<file path="src/rtl/alu_pkg.sv">
// Shared definitions for the 8-bit execute/writeback datapath: opcodes,
// condition-code layout and opcode decode helpers.
package alu_pkg;

    localparam logic [3:0] OP_ADD    = 4'h0;
    localparam logic [3:0] OP_SUB    = 4'h1;
    localparam logic [3:0] OP_INC    = 4'h2;
    localparam logic [3:0] OP_NEG    = 4'h3;
    localparam logic [3:0] OP_NAND   = 4'h4;
    localparam logic [3:0] OP_XNOR   = 4'h5;
    localparam logic [3:0] OP_NOT    = 4'h6;
    localparam logic [3:0] OP_BMUL4  = 4'h7;
    localparam logic [3:0] OP_BDIV16 = 4'h8;
    localparam logic [3:0] OP_BMOD16 = 4'h9;
    localparam logic [3:0] OP_ROL    = 4'hA;
    localparam logic [3:0] OP_ROR    = 4'hB;
    localparam logic [3:0] OP_LDI    = 4'hC;

    localparam int CCR_C = 3;
    localparam int CCR_V = 2;
    localparam int CCR_N = 1;
    localparam int CCR_Z = 0;

    // Field order matches the CCR bit indices above.
    typedef struct packed {
        logic c;
        logic v;
        logic n;
        logic z;
    } flags_t;

    function automatic logic is_illegal(input logic [3:0] op);
        return op > OP_LDI;
    endfunction

    function automatic logic writes_reg(input logic [3:0] op);
        return !is_illegal(op);
    endfunction

endpackage

</file>
<file path="src/rtl/fu_bank_sel.sv">
// Combinational functional-unit bank: evaluates one opcode on A/B/imm and
// produces the 8-bit result with its {C,V,N,Z} flags.
module fu_bank_sel
    import alu_pkg::*;
(
    input  logic [3:0] op,
    input  logic [7:0] a,
    input  logic [7:0] b,
    input  logic [7:0] imm,
    output logic [7:0] result,
    output flags_t     flags
);

    logic [7:0] bNot;
    logic [8:0] sum9;
    logic [7:0] low8;
    logic       carry;
    logic       ovf;
    logic       nzEn;

    assign bNot = ~b;

    // NOTE: every signal written here gets a default first so no path can
    // leave it unassigned and infer a latch.
    always_comb begin
        result = '0;
        sum9   = '0;
        low8   = '0;
        carry  = 1'b0;
        ovf    = 1'b0;
        nzEn   = 1'b1;
        case (op)
            OP_ADD: begin
                sum9   = {1'b0, a} + {1'b0, b};
                low8   = {1'b0, a[6:0]} + {1'b0, b[6:0]};
                result = sum9[7:0];
                carry  = sum9[8];
                ovf    = sum9[8] ^ low8[7];
            end
            OP_SUB: begin
                // low8[7] is the carry into bit 7, sum9[8] the carry out.
                sum9   = {1'b0, a} + {1'b0, bNot} + 9'd1;
                low8   = {1'b0, a[6:0]} + {1'b0, bNot[6:0]} + 8'd1;
                result = sum9[7:0];
                carry  = ~sum9[8];
                ovf    = sum9[8] ^ low8[7];
            end
            OP_INC: begin
                sum9   = {1'b0, a} + 9'd1;
                result = sum9[7:0];
                carry  = sum9[8];
                ovf    = (a == 8'h7F);
            end
            OP_NEG: begin
                result = ~a + 8'd1;
                carry  = (a == 8'h00);
                ovf    = (a == 8'h80);
            end
            OP_NAND:   result = ~(a & b);
            OP_XNOR:   result = ~(a ^ b);
            OP_NOT:    result = ~a;
            OP_BMUL4:  result = {b[5:0], 2'b00};
            OP_BDIV16: result = {{4{b[7]}}, b[7:4]};
            OP_BMOD16: result = {4'h0, b[3:0]};
            OP_ROL: begin
                result = {b[6:0], b[7]};
                nzEn   = 1'b0;
            end
            OP_ROR: begin
                result = {b[0], b[7:1]};
                nzEn   = 1'b0;
            end
            OP_LDI:    result = imm;
            default:   nzEn = 1'b0;
        endcase
        flags.c = carry;
        flags.v = ovf;
        flags.n = nzEn & result[7];
        flags.z = nzEn & (result == 8'h00);
    end

endmodule

</file>
<file path="src/rtl/alu_exec_wb.sv">
// Execute/writeback stage: register file, operand forwarding, one EX
// register feeding the FU bank, valid/ready handshake and the CCR.
module alu_exec_wb
    import alu_pkg::*;
#(
    parameter int NREG = 4
) (
    input  logic                    clk,
    input  logic                    rst_n,
    input  logic                    in_valid,
    output logic                    in_ready,
    input  logic [3:0]              in_op,
    input  logic [$clog2(NREG)-1:0] in_rd,
    input  logic [$clog2(NREG)-1:0] in_ra,
    input  logic [$clog2(NREG)-1:0] in_rb,
    input  logic [7:0]              in_imm,
    output logic                    out_valid,
    input  logic                    out_ready,
    output logic [$clog2(NREG)-1:0] out_rd,
    output logic [7:0]              out_result,
    output logic [3:0]              out_flags,
    output logic [3:0]              ccr,
    output logic                    err_illegal,
    input  logic [$clog2(NREG)-1:0] dbg_sel,
    output logic [7:0]              dbg_data
);

    localparam int RW = $clog2(NREG);

    logic [7:0]    rf [NREG];
    logic          exValid;
    logic [3:0]    exOp;
    logic [RW-1:0] exRd;
    logic [7:0]    exA;
    logic [7:0]    exB;
    logic [7:0]    exImm;
    logic [7:0]    fuResult;
    flags_t        fuFlags;
    logic          exWrites;
    logic          accept;
    logic          commit;
    logic [7:0]    opA;
    logic [7:0]    opB;

    fu_bank_sel u_fu (
        .op     (exOp),
        .a      (exA),
        .b      (exB),
        .imm    (exImm),
        .result (fuResult),
        .flags  (fuFlags)
    );

    assign in_ready = !exValid || out_ready;
    assign accept   = in_valid && in_ready;
    assign commit   = exValid && out_ready;
    assign exWrites = exValid && writes_reg(exOp);

    // The register file is not yet updated on a commit edge, so the EX
    // result must be forwarded even when that op commits this cycle.
    assign opA = (exWrites && exRd == in_ra) ? fuResult : rf[in_ra];
    assign opB = (exWrites && exRd == in_rb) ? fuResult : rf[in_rb];

    assign out_valid  = exValid;
    assign out_rd     = exRd;
    assign out_result = fuResult;
    assign out_flags  = (is_illegal(exOp) || exOp == OP_LDI) ? ccr : fuFlags;
    assign dbg_data   = rf[dbg_sel];

    // NOTE: state updates use non-blocking assignments so every register
    // samples pre-edge values regardless of statement order.
    always_ff @(posedge clk or negedge rst_n) begin
        if (!rst_n) begin
            // NOTE: the small register file is architecturally cleared by
            // reset, so it lives in flops with an async reset, not a RAM.
            for (int i = 0; i < NREG; i++) rf[i] <= '0;
            exValid     <= 1'b0;
            exOp        <= '0;
            exRd        <= '0;
            exA         <= '0;
            exB         <= '0;
            exImm       <= '0;
            ccr         <= '0;
            err_illegal <= 1'b0;
        end else begin
            err_illegal <= commit && is_illegal(exOp);
            if (commit) begin
                if (writes_reg(exOp)) rf[exRd] <= fuResult;
                ccr <= out_flags;
            end
            if (accept) begin
                exValid <= 1'b1;
                exOp    <= in_op;
                exRd    <= in_rd;
                exA     <= opA;
                exB     <= opB;
                exImm   <= in_imm;
            end else if (commit) begin
                exValid <= 1'b0;
            end
        end
    end

endmodule

</file>
<file path="config.mk">
export PLATFORM = sky130hd
export DESIGN_NAME = alu_exec_wb
export DESIGN_NICKNAME = d
export VERILOG_FILES = /design/src/rtl/alu_pkg.sv /design/src/rtl/fu_bank_sel.sv /design/src/rtl/alu_exec_wb.sv
export SDC_FILE = /design/constraint.sdc
export NUM_CORES = 1
export LEC_CHECK = 0
export BUFFER_PORTS_ARGS = -buffer_cell sky130_fd_sc_hd__buf_2
export CAP_MARGIN = 20
export CORE_MARGIN = 4
export CORE_UTILIZATION = 60
export CTS_BUF_LIST = sky130_fd_sc_hd__clkbuf_16
export DETAILED_ROUTE_END_ITERATION = 16
export PLACE_DENSITY = 0.85
export SLEW_MARGIN = 20
export SYNTH_ARGS = -nofsm -noshare
export SYNTH_HDL_FRONTEND = slang
export SYNTH_SLANG_ARGS = --single-unit
</file>
<file path="constraint.sdc">
create_clock -name clk -period 8.2 [get_ports clk]
set_clock_uncertainty 0.2 [all_clocks]
set_input_delay 0 -clock clk [delete_from_list [all_inputs] [get_ports clk]]
set_output_delay 0 -clock clk [all_outputs]
set_load 0.02 [all_outputs]
</file>
# Word level (Yosys, flattened, before mapping)
# Index checks and enable logic that the tools add are counted.
# W data, S select, Z words.
# word_totals
out_inout_bits	29
register_bits	68
word_cells	96
inputBits	24
# classes
magnitude_cmp	6
mux	21
n_reduce_logical	17
n_addsub	8
eq_ne	16
n_bitwise	16
# op_table
op	count
$pmux W8 S13	1
$mux W8	9
$bmux W8 S2	3
$bwmux W32	1
$not A8 Y8	4
$eq A4 B4 Y1 const B	5
$add A8 B8 Y9	2
$add A7 B7 Y8	2
$add A8 B1 Y8 const B	2
$demux W8 S2	1
$eq A4 B3 Y1 const B	4
$logic_not A8 Y1	2
$ge A3 B3 Y1 const B	4
$not A2 Y3	4
$reduce_or A11 Y1	1
$add A8 B1 Y9 const B	1
$add A9 B1 Y9 const B	1
$and A8 B8 Y8	1
$eq A4 B2 Y1 const B	2
$eq A8 B7 Y1 const B	1
$eq A8 B8 Y1 const B	1
$pmux W1 S4	2
$xor A8 B8 Y8	1
$logic_and A1 B1 Y1	7
other kinds (14)	22

# Logic depth before layout (Yosys ltp)
# Gate-level depths: netlist (run 1).
# depth
word_depth	7
depth_mapped	12
depth_no_buf	11

# Cells and area by module
# From an unflattened synthesis (run 1), not the netlist that was laid out.
# unflattened
cells_unflattened	507
hier_area_um2	5406.4
# modules_own_cells
mod	cells_each	seq_area_each_um2	area_per_inst_um2	n_inst
alu_exec_wb	227	1701.6	3413.3	1
fu_bank_sel	280	0.0	1993.2	1

# Worst setup path before layout (run 1)
# Ideal clock, no wire load.
# synth_path
path_type	register to register
from	register exA[0]
to	register ccr[0]
path_buffers	1
arrival_ns	3.106
period_less_slack_ns	3.380
setup_slack_ns	4.820
required_time_ns	7.926
setup_time_ns	0.074
stages_incl_launch_ff	13
cell_sequence	dfrtp_1 > ha_1 > inv_1 > fa_1 > o21ba_2 > o2111ai_1 > nand4_1 > or4_1 > clkbuf_1 > nor3_1 > nand4b_1 > or4_4 > o21ai_2
# synth_via
elab_chain_len	6
word_cells_on_any_way	14
# synth_lines
item	line_no	text
start: declaration	alu_exec_wb.sv:34	logic [7:0] exA;
start signal: assignment	alu_exec_wb.sv:95	exA <= opA;
$add A8 B8 Y9 / $not A8 Y8 (equally long branches)	fu_bank_sel.sv:42, fu_bank_sel.sv:55	
$add A9 B1 Y9 / $add A8 B1 Y8 (equally long branches)	fu_bank_sel.sv:42, fu_bank_sel.sv:55	
$pmux W8 S13 *	fu_bank_sel.sv:32	case (op)
net out_result[4]	alu_exec_wb.sv:20	output logic [7:0] out_result,
$logic_not A8 Y1 *	fu_bank_sel.sv:79	flags.z = nzEn & (result == 8'h00);
$and A1 B1 Y1 *	fu_bank_sel.sv:79	
$mux W4 *	alu_exec_wb.sv:67	assign out_flags = (is_illegal(exOp) || exOp == OP_LDI) ? ccr : fuFlags;
end signal: assignment	alu_exec_wb.sv:89	ccr <= out_flags;
end: declaration	alu_exec_wb.sv:22	output logic [3:0] ccr,
# Mark *: on every way through the listed nets, which the timed path passes. The rest lies on a longest branch.
# A chain may end at the register's enable or synchronous reset.

# Worst setup path after layout (run 1)
# layout_path
from	register exOp[0]
to	output port out_flags[0]
# layout_via
elab_chain_len	5
word_cells_on_any_way	21
# layout_lines
item	line_no	text
start: declaration	alu_exec_wb.sv:32	logic [3:0] exOp;
start signal: assignment	alu_exec_wb.sv:93	exOp <= in_op;
$eq A4 B4 Y1 (tied with other cells)	fu_bank_sel.sv:32, alu_exec_wb.sv:67	
$pmux W8 S13 / $reduce_or A11 Y1 (equally long branches)	n/a	
$logic_not A8 Y1 / $mux W1 (equally long branches)	fu_bank_sel.sv:79, fu_bank_sel.sv:32	
$and A1 B1 Y1	fu_bank_sel.sv:79	
$mux W4 *	alu_exec_wb.sv:67	
end: declaration	alu_exec_wb.sv:21	output logic [3:0] out_flags,
# Mark *: on every way between the ends. The rest lies on a longest branch, timed or not.

==> impl_metrics.yaml, run 1 <==
timing:
  slew_violations: 0
  layout_setup_ws_ps: 3770
  fin_crit_sh_pct: 54.1
  fin_crit_ps: 4430
  whs_ps: 123
  worstMarginPinSlew_ps: 955
  fin_setup_tns_ps: 0
  finalHoldViolCount: 0
  rsz0062_at_grt: "no"
  maxSlewHeadroom_pct: 36.3
  setup_violations: 0
  timing.fmax_mhz: 226
finish:
  drive_gt1_share_pct: 23.4
  antennaDiodeCount: 0
  nets: 666
  nFillCells: 659
  layout_common_cells: "86 x nand2_1, 68 x dfrtp_1, 52 x buf_2, 39 x o21ai_0, 30 x mux2_2"
  fin_area_mm2: 0.00615
  final_common_cell: "nand2_1"
  areaGrowthSynthToFinish_pct: 14.4
placed_design:
  placed_area_mm2: 0.00564
  gp_congestion: 1.06
  hpwl_mm: 12.5
  io_buffer_count: 52
  preCtsSetupSlack_ps: 4310
synthesis:
  synth_edf_count: 0
  yosys_warnings: 0
  synthArstFlopShare_pct: 100
  synth_top_flop_cell: "dfrtp_1"
  avgSynthCellArea_um2: 9.34
  synth_cells: 576
  synth_area_mm2: 0.00538
  synthDistinctLibCells: 73
  yosys_register_bits: 68
  ys_seq_area_share_pct: 31.6
  synth_nets: 622
critical_path:
  crit_fanout: 22
  reg2regPathDepth: 9
  end_kind: "output port"
  critPathLaunchType: "register"
  path_class: "register to output port"
  arrival_ps: 4230
  worstPathRequired_ps: 8000
die:
  die_area_mm2: 0.0105
  pin_count: 53
  die_w_um: 103
  die_h_um: 103
  start_util_pct: 61.7
  fp-row-count: 34
  core_area_mm2: 0.00872
routing:
  drt-total-wl_mm: 17.5
  firstDrtPassIters: 5
  ant_nets: 0
  drtIter0Drc: 408
  num_vias: 5035
  wl_per_cell_um: 23.9
  drc: 0
  vias_per_cell: 6.87
global_route:
  antenna_found_initial: 0
  grtUsageTotal_pct: 35.4
  grt_pass1_vias: 5028
  grt_pass1_wl_mm: 28.0
  grt_start_max_net_pins: 69
  overflow: 0
worst_hold_path:
  hold_path_depth: 4
  worstHoldPathType: "primary input to register"
clock_network:
  cts_root_buffer: "clkbuf_16"
  insertion_delay_ps: 340
  cts.clk_slew.worst_paths_ps: 60
  cts_buffer_depth: 2
  clock_sinks: 68
  cts_max_level: 3
  tritoncts: "built"
  post_cts.repair.setup_buffers: 0
  cts_made_buffers: 9
power_and_ir_drop:
  power_density_mw_per_mm2: 394
  totalPowerFinal_uw: 2420
  ir_drop_v: 0.000281
  power_leakage_uw: 0.00269
run_status:
  status: "finished clean"
run:
  cap_violations: 0
==> where the power goes <==
part | switching (uW) | leakage [uW] | internal [uW] | total, uW
clock network | 160 | 0.000156 | 268 | 428
registers | 223 | 0.000831 | 465 | 688
logic | 762 | 0.00171 | 543 | 1300
total | 1140 | 0.00269 | 1280 | 2420
==> worst paths after layout <==
kind / from / slack, ps / endpoint
max: exOp[0] / 3770 / out_flags[0]
min: in_ra[1] / 120 / exA[2]
max reg2reg: exOp[0] / 4140 / ccr[0]
min reg2reg: exImm[7] / 290 / exImm[7]
max in group asynchronous: rst_n / 7030 / rf[20]
min in group asynchronous: rst_n / 200 / rf[25]
==> state kept, by name, summed over array words and instances, names as in the netlist <==
name         cells
exA              8
rf              32
out_rd           2
exImm            8
exB              8
ccr              4
exOp             4
out_valid        1
err_illegal      1
==> cells in the mapped netlist (7+ instances only) <==
library cell,count,area [um^2]
buf_2,8,40.0
nand3_1,8,40.0
nand2b_1,12,75.1
mux2i_1,19,190
mux4_2,24,541
nand2_1,87,327
a21oi_1,21,105
nor3_1,11,55.1
nor2_1,18,67.6
inv_1,22,82.6
nor2b_1,9,56.3
xnor2_1,9,78.8
mux2_2,30,338
o21ai_0,39,195
nand4_1,10,62.6
ha_1,20,250
clkbuf_1,30,113
o221ai_1,7,61.3
a31oi_1,9,56.3
dfrtp_1,68,1700
==> final cells by class <==
type | instances | area [um^2] | share of cell area (%)
Clock buffer | 9 | 225 | 3.66
Clock inverter | 7 | 98.8 | 1.61
Inverter | 24 | 90.1 | 1.46
Multi-Input combinational cell | 438 | 3390 | 55.1
Sequential cell | 68 | 1700 | 27.7
Tap cell | 108 | 135 | 2.20
Timing Repair Buffer | 79 | 508 | 8.26
==> critical path: stages, from the launching register on <==
cell      delay [ps]
dfrtp_1          750
buf_4            390
clkinv_1         360
nand2_1          270
o22ai_1          100
a221oi_1         470
nand4_1          490
nand4b_1         350
or4_4            450
nand2_1           90
buf_2            160
==> timing repair <==
action | CTS | global route
resized for setup | 0 | 0
hold endpoints to repair | 86 | 0
hold buffers | 18 | 0
==> per-layer routing <==
metal / global-route usage [%] / share of wire (%) / vias up
li1: - / - / 2221
met1: 45.9 / 38 / 2442
met2: 57.6 / 49 / 312
met3: 6.97 / 8.7 / 60
met4: 16.1 / 4.3 / 0
met5: 0 / 0 / -
==> cell families after synthesis <==
| kind of cell | Yosys count | share of synthesized area (%) |
|---|---|---|
| AND/OR/NAND/NOR | 194 | 18.3 |
| flip-flops | 68 | 31.6 |
| multiplexers | 73 | 19.9 |
| buffers and inverters | 70 | 5.35 |
| AO/OA/AOI/OAI | 138 | 17.5 |
| XOR/XNOR | 11 | 1.93 |
| adder cells (fa/ha/maj) | 22 | 5.40 |
==> per-stage QoR <==
| step | cells | utilization, % |
|---|---|---|
| after CTS | 733 | 70.5 |
| after detailed placement | 699 | 64.7 |
| after global placement | 699 | 64.7 |
| after global routing | 733 | 70.5 |
| after floorplan | 576 | - |
| final | 733 | 70.5 |
Note: power is estimated with default switching activity, not from simulation.
==> inputs of run 2 (changes only) <==
--- a/config.mk
+++ b/config.mk
@@ -5,13 +5,14 @@
 export SDC_FILE = /design/constraint.sdc
 export NUM_CORES = 1
 export LEC_CHECK = 0
+export ABC_AREA = 1
 export BUFFER_PORTS_ARGS = -buffer_cell sky130_fd_sc_hd__buf_2
 export CAP_MARGIN = 20
 export CORE_MARGIN = 4
-export CORE_UTILIZATION = 60
+export CORE_UTILIZATION = 54
 export CTS_BUF_LIST = sky130_fd_sc_hd__clkbuf_16
 export DETAILED_ROUTE_END_ITERATION = 16
-export PLACE_DENSITY = 0.85
+export PLACE_DENSITY = 0.81
 export SLEW_MARGIN = 20
 export SYNTH_ARGS = -nofsm -noshare
 export SYNTH_HDL_FRONTEND = slang
==> constraint.sdc (replaced) <==
create_clock -name clk -period 3.89 [get_ports clk]
set_clock_uncertainty 0.2 [all_clocks]
set_input_delay 0 -clock clk [delete_from_list [all_inputs] [get_ports clk]]
set_output_delay 0 -clock clk [all_outputs]
set_load 0.02 [all_outputs]
==> run 2 against run 1 <==
Setup slack worse by 3300 ps. Critical path type unchanged. Clock power grew 110%. Die area is 7.6% higher. Critical path depth grew 4. Highest routed layer unchanged. Total power increased by 74%. Largest power group unchanged. Sequential power rose by 85%.
==> impl_metrics.yaml, run 2 <==
run_status:
  status: "finished clean"
synthesis:
  ys_top_cells_by_area: "dfrtp_1 32%, nand2_1 16%, o21ai_0 11%"
  yosys_warnings: 0
  synth_top_area_cell: "dfrtp_1"
  synth_common_cells: "221 x nand2_1, 113 x nor2_1, 112 x o21ai_0"
  synth_cells: 816
  synth_edf_count: 0
  yosys_register_bits: 68
  synthArstFlopShare_pct: 100
  avgSynthCellArea_um2: 6.42
  synthDistinctLibCells: 34
  synth_nets: 862
  synth_top_flop_cell: "dfrtp_1"
  ys_seq_area_share_pct: 32.5
  synth_most_common_cell: "nand2_1"
  synth_area_mm2: 0.00524
  yosys.area.top_type_share_pct: 32.5
timing:
  slew_violations: 0
  timing.fmax_mhz: 292
  worstMarginPinSlew_ps: 1030
  maxSlewHeadroom_pct: 31.1
  fin_crit_ps: 3420
  fin_crit_sh_pct: 87.9
  finalHoldViolCount: 0
  fin_setup_tns_ps: 0
  rsz0062_at_grt: "no"
  setup_violations: 0
critical_path:
  crit_fanout: 9
  cp_cell_sequence: "inv_1, ha_1, fa_1, inv_1, nand3_1, nand2_1, a21boi_0, or2_2, nand3_1, nand3_1, nor2_1, nand3_1, nand2_1, buf_2"
  cp.buffers_inverters: 3
  reg2regPathDepth: 15
  critical_path.top_delay_family: "simple AND/OR/NAND/NOR gates"
  cp_slowest_cell: "dfrtp_1"
  slowest_delay_ps: 430
  end_kind: "output port"
  worstPathRequired_ps: 3690
  critPathLaunchType: "register"
  critPathMostFrequentCell: "nand3_1"
  arrival_ps: 3220
  cp_num_cells: 14
  path_class: "register to output port"
finish:
  final_common_cell: "nand2_1"
  largest_reg_flops: 32
  areaGrowthSynthToFinish_pct: 17.3
  nets: 927
  final_core_util_pct: 65.9
  top_register: "rf"
  layout_common_cells: "221 x nand2_1, 113 x nor2_1, 112 x o21ai_0, 76 x inv_1, 68 x dfrtp_1"
  drive_gt1_share_pct: 9.83
  antennaDiodeCount: 0
die:
  fp-row-count: 35
  core_area_mm2: 0.00933
  start_util_pct: 56.2
  pin_count: 53
  die_h_um: 107
  die_area_mm2: 0.0113
  die_w_um: 107
global_route:
  grt_pass1_vias: 5749
  grt_pass1_wl_mm: 29.3
  use_met1_pct: 45.9
  use_met2_pct: 48.4
  overflow: 0
  grt_start_max_net_pins: 38
  antenna_found_initial: 0
  met3_usage_pct: 7.59
  grtUsageTotal_pct: 32.8
  grt.busiest_layer: "met2"
placed_design:
  io_buffer_count: 52
  hpwl_mm: 12.9
  gp_congestion: 1.05
routing:
  vias_per_cell: 6.03
  firstDrtPassIters: 6
  drt-total-wl_mm: 18.1
  num_vias: 6117
  ant_nets: 0
  drtIter0Drc: 622
  wl_per_cell_um: 17.9
  drc: 0
power_and_ir_drop:
  p_clk_share_pct: 21.4
  ir_drop_v: 0.000328
  seq_power_share_pct: 30.3
  power_leakage_uw: 0.00315
  pwr-share-comb_pct: 48.3
  p_switching_uw: 2030
  power_density_mw_per_mm2: 684
  intPower_uw: 2180
  switching_share_pct: 48.2
clock_network:
  cts_max_level: 3
  tritoncts: "built"
  clock_sinks: 68
  cts_root_buffer: "clkbuf_16"
  cts.clk_slew.worst_paths_ps: 60
  cts_buffer_depth: 2
  insertion_delay_ps: 340
  cts_resized: 0
  cts_made_buffers: 9
worst_hold_path:
  worstHoldPathType: "primary input to asynchronous set/reset pin"
run:
  cap_violations: 0
## run 2: changes by cell type after synthesis, sizes merged, moves of 9 or more
cell    delta
mux2      -30
nand2b    -12
inv       +56
nand2    +137
nor2b      -9
buf       -12
nand3     +52
o22ai     +23
mux2i     -19
mux4      -24
nor2     +102
o21ai     +72
## run 2: cell type report
| cell class | instances | area (um^2) |
|---|---|---|
| Inverter | 78 | 293 |
| Clock buffer | 9 | 225 |
| Sequential cell | 68 | 1700 |
| Fill cell | 859 | 3180 |
| Tap cell | 129 | 161 |
| Timing Repair Buffer | 82 | 551 |
| Multi-Input combinational cell | 642 | 3130 |
| Clock inverter | 6 | 88.8 |
## run 2: worst register-to-register path, stage by stage, from the launching register on
cell and delay (ps):
dfrtp_1 430, inv_1 190, ha_1 260, fa_1 390
inv_1 90, nand3_1 90, nand2_1 140, a21boi_0 120
or2_2 280, nand3_1 70, nand3_1 170, nor2_1 150
nand3_1 190, nand2_1 140, nand2_1 60, nand2_1 60
## run 2: routing by layer
layer  share of wire, %  up-vias
met5                  0        -
met4                3.9        0
met3                 12       58
met2                 43      372
met1                 41     2852
li1                   -     2835
## run 2: cell families after synthesis
kind of cell	after synthesis	synth area share [%]
simple gates	427	33.7
fa+ha+maj	22	5.54
flops	68	32.5
compound gates	188	19.6
xor+xnor	5	0.836
buf+inv	106	7.88
## run 2: timing repair
item	CTS	global route
setup buffers	0	0
hold buffers	26	0
setup endpoints to repair	0	0
hold endpoints to repair	52	0
## run 2: path summary, 6_finish.rpt
check	start	end	slack [ps]
min	rst_n	rf[25]	70
min reg2reg	ccr[2]	ccr[2]	300
max reg2reg	exA[0]	ccr[0]	810
min in group clk	in_ra[1]	exA[5]	70
max	exA[0]	out_flags[0]	470
max in group asynchronous	rst_n	rf[28]	2440
## run 2: metrics by stage
| step | total power (uW) | hold WS, ps | setup WS [ps] | cell area, um^2 | cells |
|---|---|---|---|---|---|
| 2_1_floorplan | 2590 | -496 | 1060 | 5240 | 816 |
| 3_3_place_gp | 3160 | -118 | 966 | 5570 | 973 |
| 3_5_place_dp | 3200 | -98.1 | 913 | 5570 | 973 |
| 4_1_cts | 4140 | 46.7 | 555 | 6150 | 1014 |
| 5_1_grt | 4490 | 77.4 | 238 | 6150 | 1014 |
| 6_report | 4210 | 65.5 | 470 | 6150 | 1014 |
## run 2: power groups by stage
stage | clock network (uW) | registers, uW | logic [uW]
after floorplan | 0 | 1190 | 1400
after global placement | 0 | 1250 | 1910
after detailed placement | 0 | 1270 | 1930
after CTS | 899 | 1260 | 1980
after global routing | 934 | 1310 | 2250
final | 902 | 1270 | 2030
